<file path="config.mk">
export PLATFORM = sky130hd
export DESIGN_NAME = fetch_stage
export DESIGN_NICKNAME = d
export VERILOG_FILES = /design/src/rtl/fetch_stage_pkg.sv /design/src/rtl/fetch_stage.sv
export SDC_FILE = /design/constraint.sdc
export NUM_CORES = 1
export LEC_CHECK = 0
export BUFFER_PORTS_ARGS = -buffer_cell sky130_fd_sc_hd__buf_4
export CAP_MARGIN = 20
export CORE_ASPECT_RATIO = 0.6
export CORE_UTILIZATION = 47
export DETAILED_ROUTE_END_ITERATION = 8
export PLACE_DENSITY = 0.74
export RECOVER_POWER = 50
export SLEW_MARGIN = 10
export SYNTH_ARGS = -nofsm -noshare
export SYNTH_HDL_FRONTEND = slang
export SYNTH_SLANG_ARGS = --single-unit
</file>
<file path="constraint.sdc">
create_clock -name clk -period 2.4 [get_ports clk]
set_clock_uncertainty 0.05 [all_clocks]
set_input_delay 0.36 -clock clk [delete_from_list [all_inputs] [get_ports clk]]
set_output_delay 0.36 -clock clk [all_outputs]
set_load 0.02 [all_outputs]
</file>
<file path="src/rtl/fetch_stage_pkg.sv">
// Shared type packages for the pipeline.
//   BasicTypes      : TRUE/FALSE single-bit constants.
//   ControllerTypes : StageCtrl (per-stage stall/flush controls from the
//                     stage controller), FetchState (fetch FSM encoding) and
//                     INSN_BYTES (PC increment per instruction).

package BasicTypes;

  localparam logic TRUE  = 1'b1;
  localparam logic FALSE = 1'b0;

endpackage

package ControllerTypes;

  // Controls driven to one pipeline stage by the stage controller.
  typedef struct packed {
    logic stall;   // hold the stage's state and output register
    logic flush;   // squash the stage's output register
  } StageCtrl;

  // Fetch FSM:
  //   ISSUE : request for pc may be presented to instruction memory
  //   WAIT  : one request outstanding, waiting for the response
  //   HELD  : response captured in the hold buffer while decode is stalled
  typedef enum logic [1:0] {
    ISSUE = 2'd0,
    WAIT  = 2'd1,
    HELD  = 2'd2
  } FetchState;

  localparam int unsigned INSN_BYTES = 4;

endpackage

</file>
<file path="src/rtl/fetch_stage.sv">
// fetch_stage: fetch stage of the in-order pipeline.
// Holds the PC, issues at most one instruction-memory request at a time and
// writes the returned instruction into the IF/ID pipeline register.
//
// Handshake: a request transfers on a cycle where imemReqValid && imemReqReady
// are both high; imemReqValid may only drop after such a transfer, except when
// a redirect or flush arrives (the request is withdrawn and re-evaluated next
// cycle). Responses need no ready: imemRespValid is a one-cycle strobe that
// this stage always consumes while in WAIT.
//
// Ports:
//   clk, rst        clock, synchronous active-high reset
//   ctrl            stall/flush controls for this stage
//   redirectValid   load redirectPc into pc (branch taken / mispredict)
//   redirectPc      redirect target, word aligned
//   imemReqValid    request valid
//   imemReqAddr     request address (always equals pc)
//   imemReqReady    memory accepts the request this cycle
//   imemRespValid   response valid
//   imemRespData    instruction word
//   ifIdValid       IF/ID holds a live instruction
//   ifIdPc          PC of that instruction
//   ifIdInsn        that instruction
//   fetchBusy       a request is outstanding (state WAIT)

module fetch_stage
  import BasicTypes::*;
  import ControllerTypes::*;
#(
  parameter logic [31:0] RESET_PC = 32'h0000_0000
) (
  input  logic        clk,
  input  logic        rst,
  input  StageCtrl    ctrl,
  input  logic        redirectValid,
  input  logic [31:0] redirectPc,
  output logic        imemReqValid,
  output logic [31:0] imemReqAddr,
  input  logic        imemReqReady,
  input  logic        imemRespValid,
  input  logic [31:0] imemRespData,
  output logic        ifIdValid,
  output logic [31:0] ifIdPc,
  output logic [31:0] ifIdInsn,
  output logic        fetchBusy
);

  FetchState   state, stateNext;
  logic [31:0] pc, pcNext;
  logic        discard, discardNext;
  logic [31:0] holdInsn;
  logic        holdLoad;
  logic        deliver;
  logic [31:0] deliverInsn;
  logic        reqFire;

  assign imemReqValid = (state == ISSUE) && !redirectValid && !ctrl.flush;
  assign imemReqAddr  = pc;
  assign fetchBusy    = (state == WAIT);
  assign reqFire      = imemReqValid && imemReqReady;

  always_comb begin
    stateNext   = state;
    pcNext      = pc;
    discardNext = discard;
    holdLoad    = FALSE;
    deliver     = FALSE;
    deliverInsn = holdInsn;
    case (state)
      ISSUE: begin
        if (redirectValid) begin
          pcNext = redirectPc;
        end else if (reqFire) begin
          stateNext   = WAIT;
          discardNext = FALSE;
        end
      end
      WAIT: begin
        // A redirect while waiting poisons the in-flight response, however
        // late it arrives; discard stays set until the next request is accepted.
        if (redirectValid) begin
          pcNext      = redirectPc;
          discardNext = TRUE;
        end
        if (imemRespValid) begin
          stateNext = ISSUE;
          if (discard || redirectValid) begin
            // stale response, dropped
          end else if (ctrl.flush) begin
            // dropped; pc is left alone so the same address is refetched
          end else if (ctrl.stall) begin
            holdLoad  = TRUE;
            stateNext = HELD;
          end else begin
            deliver     = TRUE;
            deliverInsn = imemRespData;
            pcNext      = pc + 32'(INSN_BYTES);
          end
        end
      end
      HELD: begin
        if (redirectValid) begin
          pcNext    = redirectPc;
          stateNext = ISSUE;
        end else if (ctrl.flush) begin
          stateNext = ISSUE;
        end else if (!ctrl.stall) begin
          deliver   = TRUE;
          pcNext    = pc + 32'(INSN_BYTES);
          stateNext = ISSUE;
        end
      end
      default: begin
        stateNext = ISSUE;
      end
    endcase
  end

  always_ff @(posedge clk) begin
    if (rst) begin
      state     <= ISSUE;
      pc        <= RESET_PC;
      discard   <= FALSE;
      holdInsn  <= 32'h0;
      ifIdValid <= FALSE;
      ifIdPc    <= 32'h0;
      ifIdInsn  <= 32'h0;
    end else begin
      state   <= stateNext;
      pc      <= pcNext;
      discard <= discardNext;
      if (holdLoad) begin
        holdInsn <= imemRespData;
      end
      // Flush wins over stall; deliver is never set while either is high.
      if (ctrl.flush) begin
        ifIdValid <= FALSE;
      end else if (ctrl.stall) begin
        ifIdValid <= ifIdValid;
      end else if (deliver) begin
        ifIdValid <= TRUE;
        ifIdPc    <= pc;
        ifIdInsn  <= deliverInsn;
      end else begin
        ifIdValid <= FALSE;
      end
    end
  end

endmodule

</file>
==> out/metrics.json <==
{
  "timing.reg2reg.worst_path_depth": 6,
  "synth_sequential_area_ratio": 0.430,
  "grt_overflow": 0,
  "rsz_0062_raised_after_global_routing": "false",
  "number_of_global_route_vias_before_repair": 5866,
  "drc": 0,
  "detailed_placement_hpwl_um": 13200,
  "hold_class": "primary input to register",
  "route.final.wire_length_um": 19200,
  "worst_setup_path_startpoint": "imemReqAddr[2]$_SDFFE_PP0P_",
  "numCtsBuffers": 17,
  "status": "finished, final reports clean",
  "tritoncts_clock_tree": "done",
  "vias": 6579,
  "clock-sinks": 132,
  "core_region_area_um2": 12400,
  "finish.cell_count_without_fillers": 1144,
  "grt_start_max_net_pins": 69,
  "fin_util": 0.643,
  "timing_max_transition_violations_final": 0,
  "final_nets": 1041,
  "gpl.final_weighted_congestion": 0.975,
  "multiplexer_fraction_of_the_synthesized_cell_area": 0.0132,
  "regToRegEndpoint": "imemReqAddr[24]$_SDFFE_PP0P_",
  "floorplan.rows": 31,
  "antenna_violating_nets_post_route": 0,
  "clk_transition_reported_paths_ns": 0.07,
  "ff2ff_setup_slack_ns": 0.11,
  "mostFrequentLayoutCell": "nand2_1",
  "worst_setup_endpoint": "imemReqAddr[24]$_SDFFE_PP0P_",
  "routed_via_density": 5.75,
  "chipHeight_um": 90.5,
  "drt-initial-drc-count": 502,
  "placedCellCount": 1112,
  "compound_gate_portion_of_the_synthesized_area": 0.241,
  "ys_dominant_reg_cell": "dfxtp_1",
  "timing.critical_path.arrival_ns": 2.54,
  "cts.htree.levels": 4,
  "mostFrequentLayoutCells": "nand2_1, dfxtp_1, buf_4",
  "power_per_cell_area_nw_per_um2": 765,
  "final.setup.tns_ns": 0,
  "main_combinational_cell_family_by_area_after_synthesis": "simple AND/OR/NAND/NOR gates",
  "synth_fp_nets": 883,
  "timing.final.crit_period_ns": 2.29,
  "setup-violations-final": 0,
  "area_growth_pct": 29.6,
  "antennaDiodeCount": 0,
  "upper_clock_frequency_limit_mhz": 437,
  "clk_root_buffer_cell": "clkbuf_16",
  "num-fill-cells": 1155,
  "ys_warnings": 0,
  "vdd_ir_drop_max_mv": 0.546,
  "design.die.area_um2": 13500,
  "detailedRoute.firstPassIterationCount": 6,
  "synth_edf_count": 0,
  "synth-async-reset-ratio": 0,
  "drive_above_1_share": 0.161,
  "post_cts_resized": 0,
  "synth_area_um2": 6140,
  "timing.setup.critical_path_class": "register to register",
  "power.static_leakage_uw": 0.00275,
  "worst_setup_path_start_kind": "register",
  "wl_per_cell_um": 16.8,
  "track_usage": 0.285,
  "timing.max_cap.violations": 0,
  "post_synth_xor_area_fraction": 0,
  "post_synth_num_cell_types": 60,
  "clock_tree.buffer_depth": 2,
  "fin_crit_sh": 0.954,
  "worst-endpoint-required_ns": 2.65,
  "antenna_found_initial": 0,
  "numPortBuffers": 169,
  "first_pass_grt_wire_length_um": 30500,
  "hold_viol": 0,
  "boundaryPins": 170,
  "synthesis.instances": 808,
  "insertion_delay_ns": 0.41,
  "cts.repair_timing.setup_buffer_count": 0,
  "crit_fanout": 7,
  "cp-end-kind": "register",
  "adder_cell_share_of_the_synthesized_area": 0.00815,
  "dieWidth_um": 150,
  "synth.ff_latch_count": 132,
  "rr_startpoint": "imemReqAddr[2]$_SDFFE_PP0P_",
  "cts_hold_buffers_added": 0,
  "synthesis.area_per_instance_um2": 7.60,
  "floorplan.initialDensity": 0.496,
  "synth_simple_gate_area_frac": 0.257,
  "max_slew.worst_pin.slew_ns": 0.703,
  "worst_slew_margin_rel": 0.532,
  "hold-worst-slack_ns": 0.144
}
## how the worst min path moves through the flow
stage                              startpoint                         to  cells past startpoint
detailed placement  holdInsn[14]$_SDFFE_PP0P_  holdInsn[14]$_SDFFE_PP0P_                      2
finish                       imemRespData[30]  holdInsn[30]$_SDFFE_PP0P_                      3
CTS                                   ctrl[0]     ifIdValid$_SDFFE_PP0N_                      2
global route                 imemRespData[30]  holdInsn[30]$_SDFFE_PP0P_                      3
global placement    holdInsn[12]$_SDFFE_PP0P_  holdInsn[12]$_SDFFE_PP0P_                      2
floorplan            holdInsn[0]$_SDFFE_PP0P_   holdInsn[0]$_SDFFE_PP0P_                      2
## stage by stage
step	total power, uW	area, um2	setup WS (ns)
detailed placement	3370	7680	0.126
global route	6290	7950	0.00475
finish	6080	7950	0.110
global placement	3370	7680	0.166
floorplan	2950	6140	0.0343
CTS	6130	8310	0.100
## critical path: stages, from the launching register on
cell and delay [ns]:
dfxtp_2 0.39, ha_2 0.23, nand3_2 0.13, or4_1 0.60
or3_1 0.36, a21o_1 0.17, a32o_1 0.25
## Yosys cell counts, drive strengths merged, types with 5 or more instances
master | number | area [um2]
clkbuf | 50 | 188
buf | 16 | 77.6
nand2 | 218 | 818
and3 | 5 | 31.3
a211oi | 6 | 45.0
dfxtp | 132 | 2640
a22oi | 9 | 67.6
nand3 | 16 | 85.1
a21o | 6 | 45.0
nor2 | 63 | 236
mux2i | 7 | 70.1
inv | 10 | 37.5
a311oi | 37 | 324
nor4 | 8 | 56.3
o22ai | 6 | 37.5
o21ai | 24 | 120
a31oi | 7 | 43.8
a21oi | 95 | 475
nand4 | 7 | 50.1
nor3 | 14 | 70.1
## report_power, final
part | switching [uW] | total [uW] | internal [uW]
Combinational | 570 | 931 | 360
Clock | 1080 | 2770 | 1700
Sequential | 111 | 2380 | 2270
Total | 1760 | 6080 | 4320
## layout make-up
class | instances | area, um2 | share of cell area
Clock buffer | 18 | 439 | 0.0552
Sequential cell | 132 | 2650 | 0.333
Multi-Input combinational cell | 600 | 3230 | 0.406
Timing Repair Buffer | 205 | 1200 | 0.152
Clock inverter | 14 | 189 | 0.0238
Tap cell | 165 | 206 | 0.0260
Inverter | 10 | 37.5 | 0.00472
## cells by family (layout without fill, tap and decap cells)
kind of cell               count (synthesis)  after routing
adders and majority gates                  4              4
and+or+nand+nor                          361            361
buffers and inverters                     76            247
DFF                                      132            132
muxes                                      8              8
AOI/OAI and AO/OA                        227            227
## layer usage
| metal | global-route usage | share of wire | vias up |
|---|---|---|---|
| li1 | - | - | 3180 |
| met1 | 0.420 | 0.49 | 3060 |
| met2 | 0.399 | 0.40 | 312 |
| met3 | 0.0843 | 0.099 | 27 |
| met4 | 0.0740 | 0.015 | 0 |
| met5 | 0 | 0 | - |
## flip-flops by register name, summed over array words and instances (netlist names)
register,flops
discard,1
ifIdValid,1
holdInsn,32
imemReqAddr,32
ifIdPc,32
ifIdInsn,32
state,2
Note: power is estimated with default switching activity, not from simulation.
